## config.mk

```make
export PLATFORM = sky130hd
export DESIGN_NAME = pipe_dest_tracker
export DESIGN_NICKNAME = d
export VERILOG_FILES = /design/src/rtl/pipe_pkg.sv /design/src/rtl/dest_stage_reg.sv /design/src/rtl/pipe_dest_tracker.sv
export SDC_FILE = /design/constraint.sdc
export NUM_CORES = 1
export LEC_CHECK = 0
export BUFFER_PORTS_ARGS = -buffer_cell sky130_fd_sc_hd__buf_2
export CAP_MARGIN = 20
export CORE_AREA = 2 2 107 109
export CTS_CLUSTER_DIAMETER = 120
export DETAILED_ROUTE_END_ITERATION = 6
export DIE_AREA = 0 0 109 111
export PLACE_DENSITY = 0.7
export SLEW_MARGIN = 20
export SYNTH_ARGS = -nofsm -noshare
export SYNTH_HDL_FRONTEND = slang
export SYNTH_SLANG_ARGS = --single-unit
```

## constraint.sdc

```tcl
create_clock -name clk -period 3.05 [get_ports clk]
set_input_delay 0.4575 -clock clk [delete_from_list [all_inputs] [get_ports clk]]
set_output_delay 0.4575 -clock clk [all_outputs]
set_load 0.005 [all_outputs]
```

## src/rtl/pipe_pkg.sv

```systemverilog
// Shared types and helpers for the pipeline destination tracker.
// An entry holds one stage's {valid, dest}; r0 is never tracked.
package pipe_pkg;

  localparam int REG_WIDTH = 6;
  localparam int NUM_REGS  = 2 ** REG_WIDTH;

  localparam logic [REG_WIDTH-1:0] ZERO_REG = {REG_WIDTH{1'b0}};

  typedef struct packed {
    logic                 valid;
    logic [REG_WIDTH-1:0] dest;
  } dest_entry_t;

  localparam dest_entry_t BUBBLE = '{valid: 1'b0, dest: ZERO_REG};

  // A writer to r0 is folded into a bubble so it never shows up as pending.
  function automatic dest_entry_t make_entry(input logic                 dec_valid,
                                             input logic                 op_writes,
                                             input logic [REG_WIDTH-1:0] op_dest);
    dest_entry_t e;
    e.valid = dec_valid & op_writes & (op_dest != ZERO_REG);
    e.dest  = e.valid ? op_dest : ZERO_REG;
    return e;
  endfunction

  function automatic logic [REG_WIDTH-1:0] visible_dest(input dest_entry_t e);
    return e.valid ? e.dest : ZERO_REG;
  endfunction

endpackage

```

## src/rtl/dest_stage_reg.sv

```systemverilog
// Single pipeline-stage destination entry with clear > load > hold priority.
// Reset (synchronous, active-low) overrides both controls.
module dest_stage_reg
  import pipe_pkg::*;
(
  input  logic        clk,
  input  logic        n_reset,
  input  logic        load_i,
  input  logic        clear_i,
  input  dest_entry_t d_i,
  output dest_entry_t q_o
);

  dest_entry_t entry_q;
  dest_entry_t entry_d;

  always_comb begin
    entry_d = entry_q;
    if (clear_i) begin
      entry_d = BUBBLE;
    end else if (load_i) begin
      entry_d = d_i;
    end else begin
      entry_d = entry_q;
    end
  end

  always_ff @(posedge clk) begin
    if (!n_reset) begin
      entry_q <= BUBBLE;
    end else begin
      entry_q <= entry_d;
    end
  end

  assign q_o = entry_q;

endmodule

```

## src/rtl/pipe_dest_tracker.sv

```systemverilog
// Tracks EX/M/WB destination registers; a stalled or flushed decode inserts a
// bubble into EX so the back end always drains. All outputs decode stage state.
module pipe_dest_tracker
  import pipe_pkg::dest_entry_t;
  import pipe_pkg::make_entry;
  import pipe_pkg::visible_dest;
#(
  parameter int REG_WIDTH = pipe_pkg::REG_WIDTH,
  parameter int NUM_REGS  = 2 ** REG_WIDTH
) (
  input  logic                 clk,
  input  logic                 n_reset,
  input  logic                 dec_valid_i,
  input  logic                 dec_op_writes_i,
  input  logic [REG_WIDTH-1:0] dec_op_dest_i,
  input  logic                 stall_i,
  input  logic                 flush_i,
  input  logic                 hold_i,
  output logic [REG_WIDTH-1:0] ex_op_dest_o,
  output logic [REG_WIDTH-1:0] m_op_dest_o,
  output logic [REG_WIDTH-1:0] wb_op_dest_o,
  output logic [NUM_REGS-1:0]  pending_o,
  output logic [1:0]           inflight_count_o,
  output logic                 wb_commit_valid_o,
  output logic [REG_WIDTH-1:0] wb_commit_dest_o,
  output logic                 drained_o
);

  dest_entry_t ex_q;
  dest_entry_t m_q;
  dest_entry_t wb_q;
  dest_entry_t ex_in;

  logic advance;
  logic ex_kill;

  logic [NUM_REGS-1:0] pending_bits;
  logic [1:0]          count_bits;

  // Hold freezes everything; flush outranks stall but both just kill the EX insert.
  assign advance = ~hold_i;
  assign ex_kill = advance & (flush_i | stall_i);
  assign ex_in   = make_entry(dec_valid_i, dec_op_writes_i, dec_op_dest_i);

  dest_stage_reg u_ex (
    .clk     (clk),
    .n_reset (n_reset),
    .load_i  (advance),
    .clear_i (ex_kill),
    .d_i     (ex_in),
    .q_o     (ex_q)
  );

  dest_stage_reg u_m (
    .clk     (clk),
    .n_reset (n_reset),
    .load_i  (advance),
    .clear_i (1'b0),
    .d_i     (ex_q),
    .q_o     (m_q)
  );

  dest_stage_reg u_wb (
    .clk     (clk),
    .n_reset (n_reset),
    .load_i  (advance),
    .clear_i (1'b0),
    .d_i     (m_q),
    .q_o     (wb_q)
  );

  // Duplicate targets simply OR together, so a bit stays set until its last writer retires.
  always_comb begin
    pending_bits                = {NUM_REGS{1'b0}};
    pending_bits[ex_q.dest]     = pending_bits[ex_q.dest] | ex_q.valid;
    pending_bits[m_q.dest]      = pending_bits[m_q.dest]  | m_q.valid;
    pending_bits[wb_q.dest]     = pending_bits[wb_q.dest] | wb_q.valid;
    pending_bits[0]             = 1'b0;
    count_bits = {1'b0, ex_q.valid} + {1'b0, m_q.valid} + {1'b0, wb_q.valid};
  end

  assign ex_op_dest_o      = visible_dest(ex_q);
  assign m_op_dest_o       = visible_dest(m_q);
  assign wb_op_dest_o      = visible_dest(wb_q);
  assign pending_o         = pending_bits;
  assign inflight_count_o  = count_bits;
  assign wb_commit_valid_o = wb_q.valid;
  assign wb_commit_dest_o  = visible_dest(wb_q);
  assign drained_o         = (count_bits == 2'd0);

endmodule

```

# Word level (Yosys, flattened, before mapping)
# Memory sizes are Yosys's and may differ from the RTL's. A register that Yosys moved wholly into a read port is not among the register bits.
# Index checks and enable logic that the tools add are counted.
# Widths: inputs -> output; s select.
dict set report totals {
  ff_bits 21
  mem_bits_ro 64
  elab_cells 50
  memories 1
}
dict set report classes {
  add_sub_neg 2
  magnitude_cmp 6
  n_mux 19
  bitwise 10
  n_reduce_logical 6
}
# memory words word_bits rd rd_clocked_by_memory_dff wr line_no
set mem_list {}
lappend mem_list {{(no name shown)} 64 1 1 1 0 pipe_dest_tracker.sv:75} ;# pending_bits[ex_q.dest] = pending_bits[ex_q.dest] | ex_q.valid;
# op n
set op_table {}
lappend op_table {{$bwmux 64} 2}
lappend op_table {{$and 64x64->64} 1}
lappend op_table {{$mux 6} 6}
lappend op_table {{$lt 6x7->1 const B} 3}
lappend op_table {{$demux 1 s6} 3}
lappend op_table {{$ge 6x1->1 const B} 3}
lappend op_table {{$bmux 1 s6} 2}
lappend op_table {{$mux 1} 6}
lappend op_table {{$reduce_bool 6->1} 1}
lappend op_table {{$or 1x1->1} 4}
lappend op_table {{$and 1x1->1} 3}
lappend op_table {{$logic_and 1x1->1} 3}
lappend op_table {{$add 1x1->2} 1}
lappend op_table {{$add 2x1->2} 1}
lappend op_table {{$logic_not 2->1} 1}
lappend op_table {{$not 1->1} 2}
lappend op_table {{$reduce_or 2->1} 1}

# Longest topological paths before layout
# Gate-level depths: netlist (run 1).
dict set report logic_depth {
  depth_word 13
  depth_mapped 13
}

# Hierarchy
# Synthesis (run 1) repeated with hierarchy kept, for this count alone.
dict set report unflattened {
  cells_unflattened 750
  area_unflattened_um2 4888.4
}
# mod instances cells_per_inst area_per_inst_um2 seq_area_each_um2
set modules_own_cells {}
lappend modules_own_cells {pipe_dest_tracker 1 681 4126.5 0.0}
lappend modules_own_cells {dest_stage_reg 3 23 254.0 140.1}

# Worst setup path after synthesis (run 1)
# OpenSTA, ideal clock, no wires.
dict set report synth_timing {
  path_kind {register to output}
  startpoint {register u_m.entry_q, in the netlist u_m.q_o[0]}
  endpoint {output port pending_o[10]}
  arrival_time_ns 2.489
  t_required_ns 2.592
  path_slack_ns 0.103
  path_stages_with_launch 12
  cell_sequence {dfxtp_1 -> buf_2 -> buf_6 -> nor4b_4 -> nand2_1 -> a2111oi_0 -> a31oi_1 -> a2111oi_2 -> nand4_1 -> a211oi_2 -> buf_2 -> mux2i_1}
}
dict set report synth_between {
  elab_chain_cells 9
  word_cells_on_any_way 13
  cone_classes {order compare (2); mux (8); bitwise (2); reduce/logical (1)}
}
# item line_no
set synth_rtl {}
lappend synth_rtl {{from (decl)} dest_stage_reg.sv:14} ;# dest_entry_t entry_q;
lappend synth_rtl {{from (signal assigned)} dest_stage_reg.sv:32} ;# entry_q <= entry_d;
lappend synth_rtl {{$lt 6x7->1 (not written as such) / $ge 6x1->1 (equally long branches)} pipe_dest_tracker.sv:76} ;# pending_bits[m_q.dest] = pending_bits[m_q.dest] | m_q.valid;
lappend synth_rtl {{$logic_and 1x1->1 (not written as such)} pipe_dest_tracker.sv:76}
lappend synth_rtl {{$mux 1 (not written as such)} pipe_dest_tracker.sv:76}
lappend synth_rtl {{$demux 1 s6} pipe_dest_tracker.sv:76}
lappend synth_rtl {{$bwmux 64 *} pipe_dest_tracker.sv:76}
lappend synth_rtl {{$bmux 1 s6} pipe_dest_tracker.sv:77} ;# pending_bits[wb_q.dest] = pending_bits[wb_q.dest] | wb_q.valid;
lappend synth_rtl {{$mux 1 (not written as such)} pipe_dest_tracker.sv:77}
lappend synth_rtl {{$or 1x1->1} pipe_dest_tracker.sv:77}
lappend synth_rtl {{$bwmux 64 *} pipe_dest_tracker.sv:77}
lappend synth_rtl {{to (decl)} pipe_dest_tracker.sv:22} ;# output logic [NUM_REGS-1:0] pending_o,
# Mark *: on every way between the ends. The rest lies on a longest branch, timed or not. The select of a mux whose other input is x is not followed.

# Worst setup path in the final report (run 1)
dict set report layout_timing {
  startpoint {register u_m.entry_q, in the netlist u_m.q_o[4]}
  endpoint {output port pending_o[9]}
}
# Same word-level chain as after synthesis.

==> results.py, run 1 <==
metrics = {
    "sta": {
        "rsz0062_at_grt": "true",
        "setup_viol": 63,
        "post-route-period-util_pct": 118,
        "layout_setup_ws_ns": -0.563,
        "relSlewSlack_pct": 45.3,
        "hold_viol": 0,
        "finalCriticalPeriod_ns": 3.61,
        "holdWs_ns": 0.563,
        "skew_ns": 0.00141,
        "maxSlewViolCount": 0,
        "tightestPinTransition_ns": 0.814,
        "fmax_mhz": 277,
    },
    "yosys": {
        "yosysTopAreaCellShare_pct": 9.29,
        "synth-seq-cells": 21,
        "syn_nets": 761,
        "ys_warn_count": 0,
        "yosysSeqAreaShare_pct": 8.67,
        "synth.area.top_cells": "mux2i_1 9.3%, dfxtp_1 8.7%, nor2_1 7.1%, a21oi_1 6.2%, nand2_1 5.0%",
        "yosys.area.top_type": "mux2i_1",
        "ys_types": 74,
        "postSynthCellCount": 747,
        "synthFlopType": "dfxtp_1",
        "ys_async_sr_fraction_pct": 0,
        "netlist_area_um2": 4850,
        "synth.avg_cell_area_um2": 6.49,
        "synth_edf_count": 0,
    },
    "power_and_ir_drop": {
        "leakagePower_nw": 3.44,
        "combPwrFrac_pct": 22.4,
        "power_density_nw_per_um2": 90.4,
        "ir_worst_vdd_v": 0.000291,
        "internal_power_mw": 0.523,
        "p_clk_share_pct": 38.8,
        "power_mw": 0.721,
        "p_switching_mw": 0.198,
        "seq_power_share_pct": 38.8,
        "swShare_pct": 27.5,
    },
    "job": {
        "drv_cap": 0,
    },
    "drt": {
        "drc_errors": 0,
        "firstDrtPassIters": 7,
        "drt_wl_total_mm": 27.1,
        "postRouteAntennaNets": 0,
        "drt_iter0_drc": 988,
        "wl_per_cell_um": 23.0,
        "via_per_inst": 6.48,
        "vias": 7652,
    },
    "worst_setup_path": {
        "path_max_fanout": 11,
        "cp.arrival_ns": 3.16,
        "crit_type": "reg -> out",
        "crit_path_start_kind": "flip-flop",
        "cp_data_required_time_ns": 2.59,
        "crit_path_end_kind": "primary output",
    },
    "placed_design": {
        "placed_area_um2": 6910,
        "io_buffers": 103,
        "place.gp.congestion": 1.14,
        "place_ws_ns": -0.423,
        "place.detailed.hpwl_mm": 19.5,
    },
    "clock_tree": {
        "clk_pin_slew_ns": 0.06,
        "numCtsBuffers": 3,
        "tritoncts": "done",
        "clock_path_buffers": 2,
        "h-tree-depth": 1,
        "clockRootBuffer": "clkbuf_16",
        "clock_sinks": 21,
        "insertion_delay_ns": 0.26,
    },
    "final_layout": {
        "final_nets": 1053,
        "diodes": 0,
        "fin_util_pct": 72.0,
        "fillers": 883,
        "final_area_um2": 7980,
        "syn2layout_area_growth_pct": 64.5,
        "drive_above_1_share_pct": 47.9,
    },
    "global_routing": {
        "grt_start_max_net_pins": 30,
        "grt_usage_pct": 43.8,
        "grt_overflow_total": 0,
        "grt_pass1_wl_mm": 40.4,
        "antenna_found_initial": 0,
        "grt_pass1_vias": 7118,
    },
    "floorplanning": {
        "die_area_um2": 12100,
        "core.rowCount": 39,
        "core_area_um2": 11100,
        "initial_core_util_pct": 43.8,
        "die_h_um": 111,
        "die-width_um": 109,
        "ios": 105,
    },
    "hold_path": {
        "hold_class": "in -> reg",
    },
    "outcome": {
        "outcome": "finished, violations left",
        "violations": "negative setup slack",
    },
}
[what timing repair did]
item	in CTS	in global routing
cloned	5	0
pin swaps	21	34
setup endpoints to repair	63	63
gates resized for setup	117	43
setup buffers	29	7
hold buffers	0	0
[Yosys cell counts, types with 10 or more instances]
cell / count
nor2_1: 92
nand2_1: 65
a21oi_1: 60
mux2i_1: 45
clkbuf_1: 43
a211oi_1: 28
a31oi_1: 27
nor2b_1: 26
and2_1: 24
a22oi_1: 21
dfxtp_1: 21
nand3_1: 21
buf_2: 20
o21ai_0: 20
nand3b_1: 18
nor3_1: 17
nor3b_1: 14
buf_4: 13
o22ai_1: 10
[power groups by stage]
stage	clock [mW]	sequential (mW)	combinational, mW
final	0.280	0.280	0.161
after global routing	0.293	0.280	0.169
after global placement	0	0.288	0.129
after floorplan	0	0.284	0.0735
after detailed placement	0	0.288	0.130
after CTS	0.281	0.280	0.145
[placed cells by master, fill, tap and decap left out, types with 18 or more instances in the layout]
master and count:
and2_1 23, mux2i_1 42, nor2b_1 23, nor2_1 85, nand3b_1 18, a31oi_1 25
buf_2 104, nand2_1 65, a211oi_1 24, a21oi_1 49, buf_4 244
[path summary, 6_finish.rpt]
| kind | start | slack (ns) | depth (start not counted) | to |
|---|---|---|---|---|
| setup reg to reg | u_ex.q_o[2]$_SDFFE_PP0N_ | 1.98 | 5 | u_ex.q_o[2]$_SDFFE_PP0N_ |
| hold reg to reg | u_wb.q_o[3]$_SDFFE_PN0N_ | 0.61 | 2 | u_wb.q_o[3]$_SDFFE_PN0N_ |
| hold / removal | n_reset | 0.56 | 2 | u_wb.q_o[0]$_SDFFE_PN0N_ |
| setup / recovery | u_m.q_o[4]$_SDFFE_PN0N_ | -0.56 | 15 | pending_o[9] |
[kinds of logic after synthesis]
kind of cell	synth area share [%]
AND/OR/NAND/NOR	39.2
adder cells (fa/ha/maj)	0.413
AO/OA/AOI/OAI	31.7
buffers and inverters	9.24
multiplexers	9.29
flip-flops	8.67
other	0.0774
XOR/XNOR	1.45
[through the flow]
| step | cells | TNS, ns |
|---|---|---|
| 2_1_floorplan | 747 | 0 |
| 3_3_place_gp | 1140 | -18.98 |
| 3_5_place_dp | 1140 | -15.88 |
| 4_1_cts | 1177 | -20.22 |
| 5_1_grt | 1181 | -34.04 |
| 6_report | 1181 | -28.89 |
[registers in the layout, indices dropped and copies added (netlist names)]
| name | cells |
|---|---|
| u_wb.q_o | 7 |
| u_ex.q_o | 7 |
| u_m.q_o | 7 |
[worst max-delay path: stages (launching register included)]
cell	delay [ns]
dfxtp_4	0.37
buf_6	0.15
or3_4	0.36
nor4_4	0.27
a21oi_2	0.11
buf_4	0.18
buf_4	0.14
o211ai_1	0.13
nand3_1	0.15
nand4_1	0.14
buf_6	0.14
a211oi_4	0.05
buf_12	0.16
buf_8	0.14
mux2i_1	0.23
buf_2	0.17
[area by class of cell]
type / instances / area [um^2] / share of cell area (%)
Inverter: 8 / 30.0 / 0.377
Tap cell: 143 / 179 / 2.24
Multi-Input combinational cell: 631 / 4520 / 56.7
Clock inverter: 1 / 5.00 / 0.0628
Sequential cell: 21 / 447 / 5.60
Timing Repair Buffer: 374 / 2720 / 34.1
Clock buffer: 3 / 75.1 / 0.941
[layer usage]
layer  vias to the layer above  wire (um)  track usage (%)
li1                       3365          -                -
met2                       627      11600             65.1
met5                         -          0                0
met3                       182       3150             10.5
met4                         0       2390             31.7
met1                      3478      10100             54.4
No activity file was read; power rests on OpenSTA's default activity.
==> inputs of run 2 (changes only) <==
- CORE_AREA: 2 2 107 109 -> 2 2 96 122
- DIE_AREA: 0 0 109 111 -> 0 0 98 124
- PLACE_DENSITY: 0.7 -> 0.69
==> run 2 against run 1 <==
The run still ends with negative setup slack left. Register-to-register slack got worse by 0.17 ns. Final area fell by 1.6%. Clock skew rose by 0.0014 ns. Critical path depth fell by 3. Count of clock-buffer cells in the layout rose by 1. Fmax rose by 0.33%. Setup slack improved by 0.012 ns. Sequential power barely moved. Via count fell by 3.0%. Critical endpoint is now pending_o[61].
==> results.py, run 2 (synthesized netlist as in run 1, its figures left out) <==
metrics = {
    "worst_setup_path": {
        "rrSetupSlack_ns": 1.81,
        "crit_path_end_kind": "primary output",
        "cp_data_required_time_ns": 2.59,
        "crit_end": "pending_o[61]",
        "crit_type": "reg -> out",
        "startpoint": "u_m.q_o[4]$_SDFFE_PN0N_",
        "reg2regPathDepth": 5,
        "cp.arrival_ns": 3.14,
        "r2r_end": "u_m.q_o[0]$_SDFFE_PN0N_",
        "path_max_fanout": 6,
        "crit_path_start_kind": "flip-flop",
        "r2r_start": "u_m.q_o[0]$_SDFFE_PN0N_",
    },
    "global_routing": {
        "grt_usage_pct": 42.3,
        "grt_pass1_wl_mm": 39.6,
        "grt_start_max_net_pins": 30,
        "grt_pass1_vias": 7015,
        "antenna_found_initial": 0,
        "grt_overflow_total": 0,
    },
    "sta": {
        "tightestPinTransition_ns": 0.659,
        "holdWs_ns": 0.558,
        "skew_ns": 0.00277,
        "setup_viol": 63,
        "rsz0062_at_grt": "true",
        "maxSlewViolCount": 0,
        "layout_setup_ws_ns": -0.551,
        "finalCriticalPeriod_ns": 3.60,
        "relSlewSlack_pct": 55.9,
        "post-route-period-util_pct": 118,
        "hold_viol": 0,
        "fmax_mhz": 278,
    },
    "placed_design": {
        "io_buffers": 103,
        "place.detailed.hpwl_mm": 20.6,
        "place_inst": 1143,
        "place.gp.congestion": 1.14,
    },
    "power_and_ir_drop": {
        "power_density_nw_per_um2": 90.9,
        "swShare_pct": 26.8,
        "seq_power_share_pct": 39.0,
        "p_switching_mw": 0.191,
        "power_mw": 0.714,
        "p_clk_share_pct": 39.3,
        "internal_power_mw": 0.522,
        "ir_worst_vdd_v": 0.000380,
        "combPwrFrac_pct": 21.7,
        "leakagePower_nw": 3.44,
    },
    "clock_tree": {
        "numCtsBuffers": 3,
        "tritoncts": "done",
        "clockRootBuffer": "clkbuf_16",
        "clk_pin_slew_ns": 0.06,
        "insertion_delay_ns": 0.26,
        "hold_buffers": 0,
        "clock_path_buffers": 2,
        "clock_sinks": 21,
        "h-tree-depth": 1,
    },
    "floorplanning": {
        "ios": 105,
        "core_area_um2": 10900,
        "core.rowCount": 43,
        "die_h_um": 124,
        "initial_core_util_pct": 44.4,
        "die-width_um": 98,
        "die_area_um2": 12200,
    },
    "drt": {
        "vias": 7421,
        "postRouteAntennaNets": 0,
        "drc_errors": 0,
        "wl_per_cell_um": 22.9,
        "drt_wl_total_mm": 26.8,
        "via_per_inst": 6.32,
        "firstDrtPassIters": 6,
        "drt_iter0_drc": 939,
    },
    "hold_path": {
        "hold_class": "reg -> reg",
        "hold_start": "u_wb.q_o[5]$_SDFFE_PN0N_",
    },
    "job": {
        "drv_cap": 0,
    },
    "final_layout": {
        "diodes": 0,
        "final_cell_mix": "245 x buf_4, 103 x buf_2, 86 x nor2_1, 64 x nand2_1, 50 x a21oi_1",
        "final_common_cell": "buf_4",
        "final_nets": 1054,
        "fillers": 969,
        "instances_no_fill": 1174,
        "multiInputGateArea_um2": 4400,
        "syn2layout_area_growth_pct": 61.9,
        "regArea_um2": 444,
        "drive_above_1_share_pct": 46.2,
    },
    "outcome": {
        "violations": "negative setup slack",
        "outcome": "finished, violations left",
    },
}
## run 2: layout make-up
| type | count | share of cell area (%) |
|---|---|---|
| Inverter | 8 | 0.383 |
| Multi-Input combinational cell | 631 | 56.0 |
| Timing Repair Buffer | 375 | 34.8 |
| Tap cell | 135 | 2.15 |
| Sequential cell | 21 | 5.66 |
| Clock buffer | 4 | 1.00 |
## run 2: worst max-delay path, stage by stage (launching register included)
cell and delay (ns):
dfxtp_4 0.36, buf_6 0.12, and4b_2 0.35, a211oi_4 0.09
a2111oi_4 0.34, a31oi_2 0.15, a2111oi_4 0.37, nand4_1 0.25
a211oi_4 0.27, buf_6 0.19, buf_8 0.14, a31oi_2 0.10
buf_2 0.14
## run 2: what timing repair did
item,in CTS,in global routing
pin swaps,27,18
gates cloned,3,2
endpoints found under the setup margin,63,63
buffers inserted,20,5
gates resized for setup,102,31
## run 2: power by group through the flow
stage                     Sequential [mW]  Combinational (mW)  Clock [mW]
final                               0.278               0.155       0.281
after detailed placement            0.287               0.132           0
after CTS                           0.279               0.148       0.286
after global placement              0.287               0.131           0
after floorplan                     0.284              0.0735           0
after global routing                0.279               0.163       0.293
## run 2: worst min path at each step
stage	end	slack (ns)	cells past startpoint
2_1_floorplan	u_wb.q_o[6]$_SDFFE_PN0N_	0.58	2
3_3_place_gp	u_wb.q_o[5]$_SDFFE_PN0N_	0.55	2
3_5_place_dp	u_wb.q_o[5]$_SDFFE_PN0N_	0.55	2
4_1_cts	u_wb.q_o[5]$_SDFFE_PN0N_	0.56	2
5_1_grt	u_m.q_o[3]$_SDFFE_PN0N_	0.59	2
6_report	u_wb.q_o[5]$_SDFFE_PN0N_	0.56	2
## run 2: routing by layer
metal  track usage (%)  up-vias  share of wire, %
met3              7.35      168                10
met1              48.9     3359                36
met2              71.5      522                45
met4              28.8        0               8.2
met5                 0        -                 0
li1                  -     3372                 -
## run 2: metrics by stage
stage               setup slack, ns  cell area, um^2  setup TNS (ns)  util [%]
floorplan                     0.103             4850               0         -
global placement             -0.676             6960          -31.32      63.7
detailed placement           -0.753             6960          -31.48      63.7
CTS                          -0.472             7660          -27.04      70.1
global route                 -0.634             7850          -36.56      71.9
finish                       -0.551             7850          -31.63      71.9
==> inputs of run 3 (changes only) <==
==> constraint.sdc (replaced) <==
create_clock -name clk -period 3.05 [get_ports clk]
set_input_delay 0.915 -clock clk [delete_from_list [all_inputs] [get_ports clk]]
set_output_delay 0.915 -clock clk [all_outputs]
set_load 0.005 [all_outputs]
==> run 3 against run 2 <==
Largest cell class unchanged. Largest power group unchanged. Setup slack lost 0.43 ns. Critical path type unchanged. Highest routed layer unchanged. The run still ends with negative setup slack left. Critical endpoint is now pending_o[18]. Combinational power grew 3%. Hold slack lost 0.0086 ns.
==> results.py, run 3 (synthesized netlist as in run 1, its figures left out) <==
metrics = {
    "outcome": {
        "outcome": "finished, violations left",
        "violations": "negative setup slack",
    },
    "floorplanning": {
        "core.rowCount": 43,
        "die_h_um": 124,
        "die-width_um": 98,
        "initial_core_util_pct": 44.4,
        "ios": 105,
        "core_area_um2": 10900,
        "die_area_um2": 12200,
    },
    "sta": {
        "finalCriticalPeriod_ns": 4.03,
        "fin_tns_setup_ns": -59.37,
        "relSlewSlack_pct": 63.5,
        "skew_ns": 0.00476,
        "layout_setup_ws_ns": -0.980,
        "maxSlewViolCount": 0,
        "tightestPinTransition_ns": 0.543,
        "rsz0062_at_grt": "true",
        "post-route-period-util_pct": 132,
        "fmax_mhz": 248,
        "setup_viol": 63,
        "holdWs_ns": 0.549,
        "hold_viol": 0,
    },
    "final_layout": {
        "final_common_cell": "buf_4",
        "fin_util_pct": 74.8,
        "final_cell_mix": "291 x buf_4, 103 x buf_2, 87 x nor2_1, 63 x nand2_1, 52 x a21oi_1",
        "drive_above_1_share_pct": 48.0,
        "instances_no_fill": 1217,
        "diodes": 0,
        "syn2layout_area_growth_pct": 68.4,
        "final_nets": 1097,
        "final_area_um2": 8160,
    },
    "placed_design": {
        "place.detailed.hpwl_mm": 21.2,
        "io_buffers": 103,
        "placed_area_um2": 7450,
        "place_inst": 1192,
        "place_ws_ns": -0.929,
        "place.gp.congestion": 1.09,
    },
    "global_routing": {
        "antenna_found_initial": 0,
        "grt_overflow_total": 0,
        "grt_usage_pct": 42.4,
        "grt_pass1_wl_mm": 39.6,
        "grt_start_max_net_pins": 22,
        "grt_pass1_vias": 7153,
    },
    "drt": {
        "wl_per_cell_um": 22.6,
        "drt_wl_total_mm": 27.5,
        "firstDrtPassIters": 5,
        "met1Wirelength_mm": 9.92,
        "dr_wl_met3_mm": 2.70,
        "drt_iter0_drc": 707,
        "vias": 7635,
        "via_per_inst": 6.27,
        "drc_errors": 0,
        "route.met2.wl_mm": 12.9,
        "top_layer": "met4",
        "postRouteAntennaNets": 0,
    },
    "worst_setup_path": {
        "cp.arrival_ns": 3.12,
        "crit_path_end_kind": "primary output",
        "cp_data_required_time_ns": 2.13,
        "reg2regPathDepth": 3,
        "critical-path-slowest-cell": "a2111oi_4",
        "cpLargestDelayFamily": "buffers and inverters",
        "crit_path_start_kind": "flip-flop",
        "slowest_delay_ns": 0.40,
        "path_max_fanout": 8,
        "r2r_start": "u_m.q_o[2]$_SDFFE_PN0N_",
        "r2r_end": "u_m.q_o[2]$_SDFFE_PN0N_",
        "crit_type": "reg -> out",
        "crit_buf_inv": 6,
        "cpMostUsedCell": "buf_6",
        "crit_chain": "buf_6, nor4b_4, buf_4, nand2_4, a2111oi_4, a31oi_4, a2111oi_4, nand4_1, buf_4, buf_6, nor2_4, buf_6, a31oi_1, buf_2",
        "rrSetupSlack_ns": 2.00,
    },
    "power_and_ir_drop": {
        "p_switching_mw": 0.202,
        "swShare_pct": 27.7,
        "p_clk_share_pct": 39.6,
        "power_mw": 0.727,
        "seq_power_share_pct": 38.5,
        "ir_worst_vdd_v": 0.000383,
        "internal_power_mw": 0.526,
        "combPwrFrac_pct": 21.9,
        "leakagePower_nw": 3.67,
        "power_density_nw_per_um2": 89.1,
    },
    "clock_tree": {
        "clock_sinks": 21,
        "clockRootBuffer": "clkbuf_16",
        "insertion_delay_ns": 0.26,
        "clk_pin_slew_ns": 0.06,
        "numCtsBuffers": 3,
        "clock_path_buffers": 2,
        "hold_buffers": 0,
        "tritoncts": "done",
        "h-tree-depth": 1,
    },
    "hold_path": {
        "hold_start": "u_wb.q_o[2]$_SDFFE_PN0N_",
        "hold_class": "reg -> reg",
        "hold_end": "u_wb.q_o[2]$_SDFFE_PN0N_",
        "hold_depth": 2,
    },
    "job": {
        "drv_cap": 0,
    },
}
[run 3: area by class of cell]
cell class,count,area [um^2]
Multi-Input combinational cell,631,4330
Timing Repair Buffer,418,3110
Fill cell,946,2760
Sequential cell,21,445
Tap cell,135,169
Clock buffer,3,75.1
Inverter,8,30.0
Clock inverter,1,5.00
[run 3: repair_timing]
action / 4_1_cts / 5_1_grt
setup endpoints to repair: 63 / 63
buffers inserted: 9 / 6
gates cloned: 3 / 3
pin swaps: 12 / 29
gates resized for setup: 45 / 47
[run 3: how the worst max path moves through the flow]
stage / startpoint / to / slack, ns / cells past startpoint
detailed placement: u_ex.q_o[2]$_SDFFE_PP0N_ / pending_o[61] / -0.93 / 12
global route: u_m.q_o[1]$_SDFFE_PN0N_ / pending_o[18] / -1.09 / 13
finish: u_m.q_o[1]$_SDFFE_PN0N_ / pending_o[18] / -0.98 / 14
CTS: u_m.q_o[0]$_SDFFE_PN0N_ / pending_o[4] / -1.02 / 12
global placement: u_ex.q_o[2]$_SDFFE_PP0N_ / pending_o[61] / -0.87 / 12
floorplan: u_m.q_o[0]$_SDFFE_PN0N_ / pending_o[59] / -0.29 / 11
[run 3: layer usage]
metal,vias up,global-route usage (%)
met4,0,27.3
met2,499,72.8
met3,135,6.57
li1,3455,-
met1,3546,49.3
met5,-,0
[run 3: power by group through the flow]
stage	combinational, mW	sequential (mW)	clock (mW)
finish	0.160	0.280	0.288
global route	0.168	0.280	0.302
CTS	0.151	0.281	0.292
detailed placement	0.143	0.288	0
global placement	0.142	0.288	0
floorplan	0.0770	0.285	0
[run 3: worst register-to-register path, delay by kind of cell, from the launching register on]
family | cells | cell delay (ns)
buffers and inverters | 1 | 0.29
flip-flops | 1 | 0.43
multiplexers | 1 | 0.11
AND/OR/NAND/NOR | 1 | 0.14
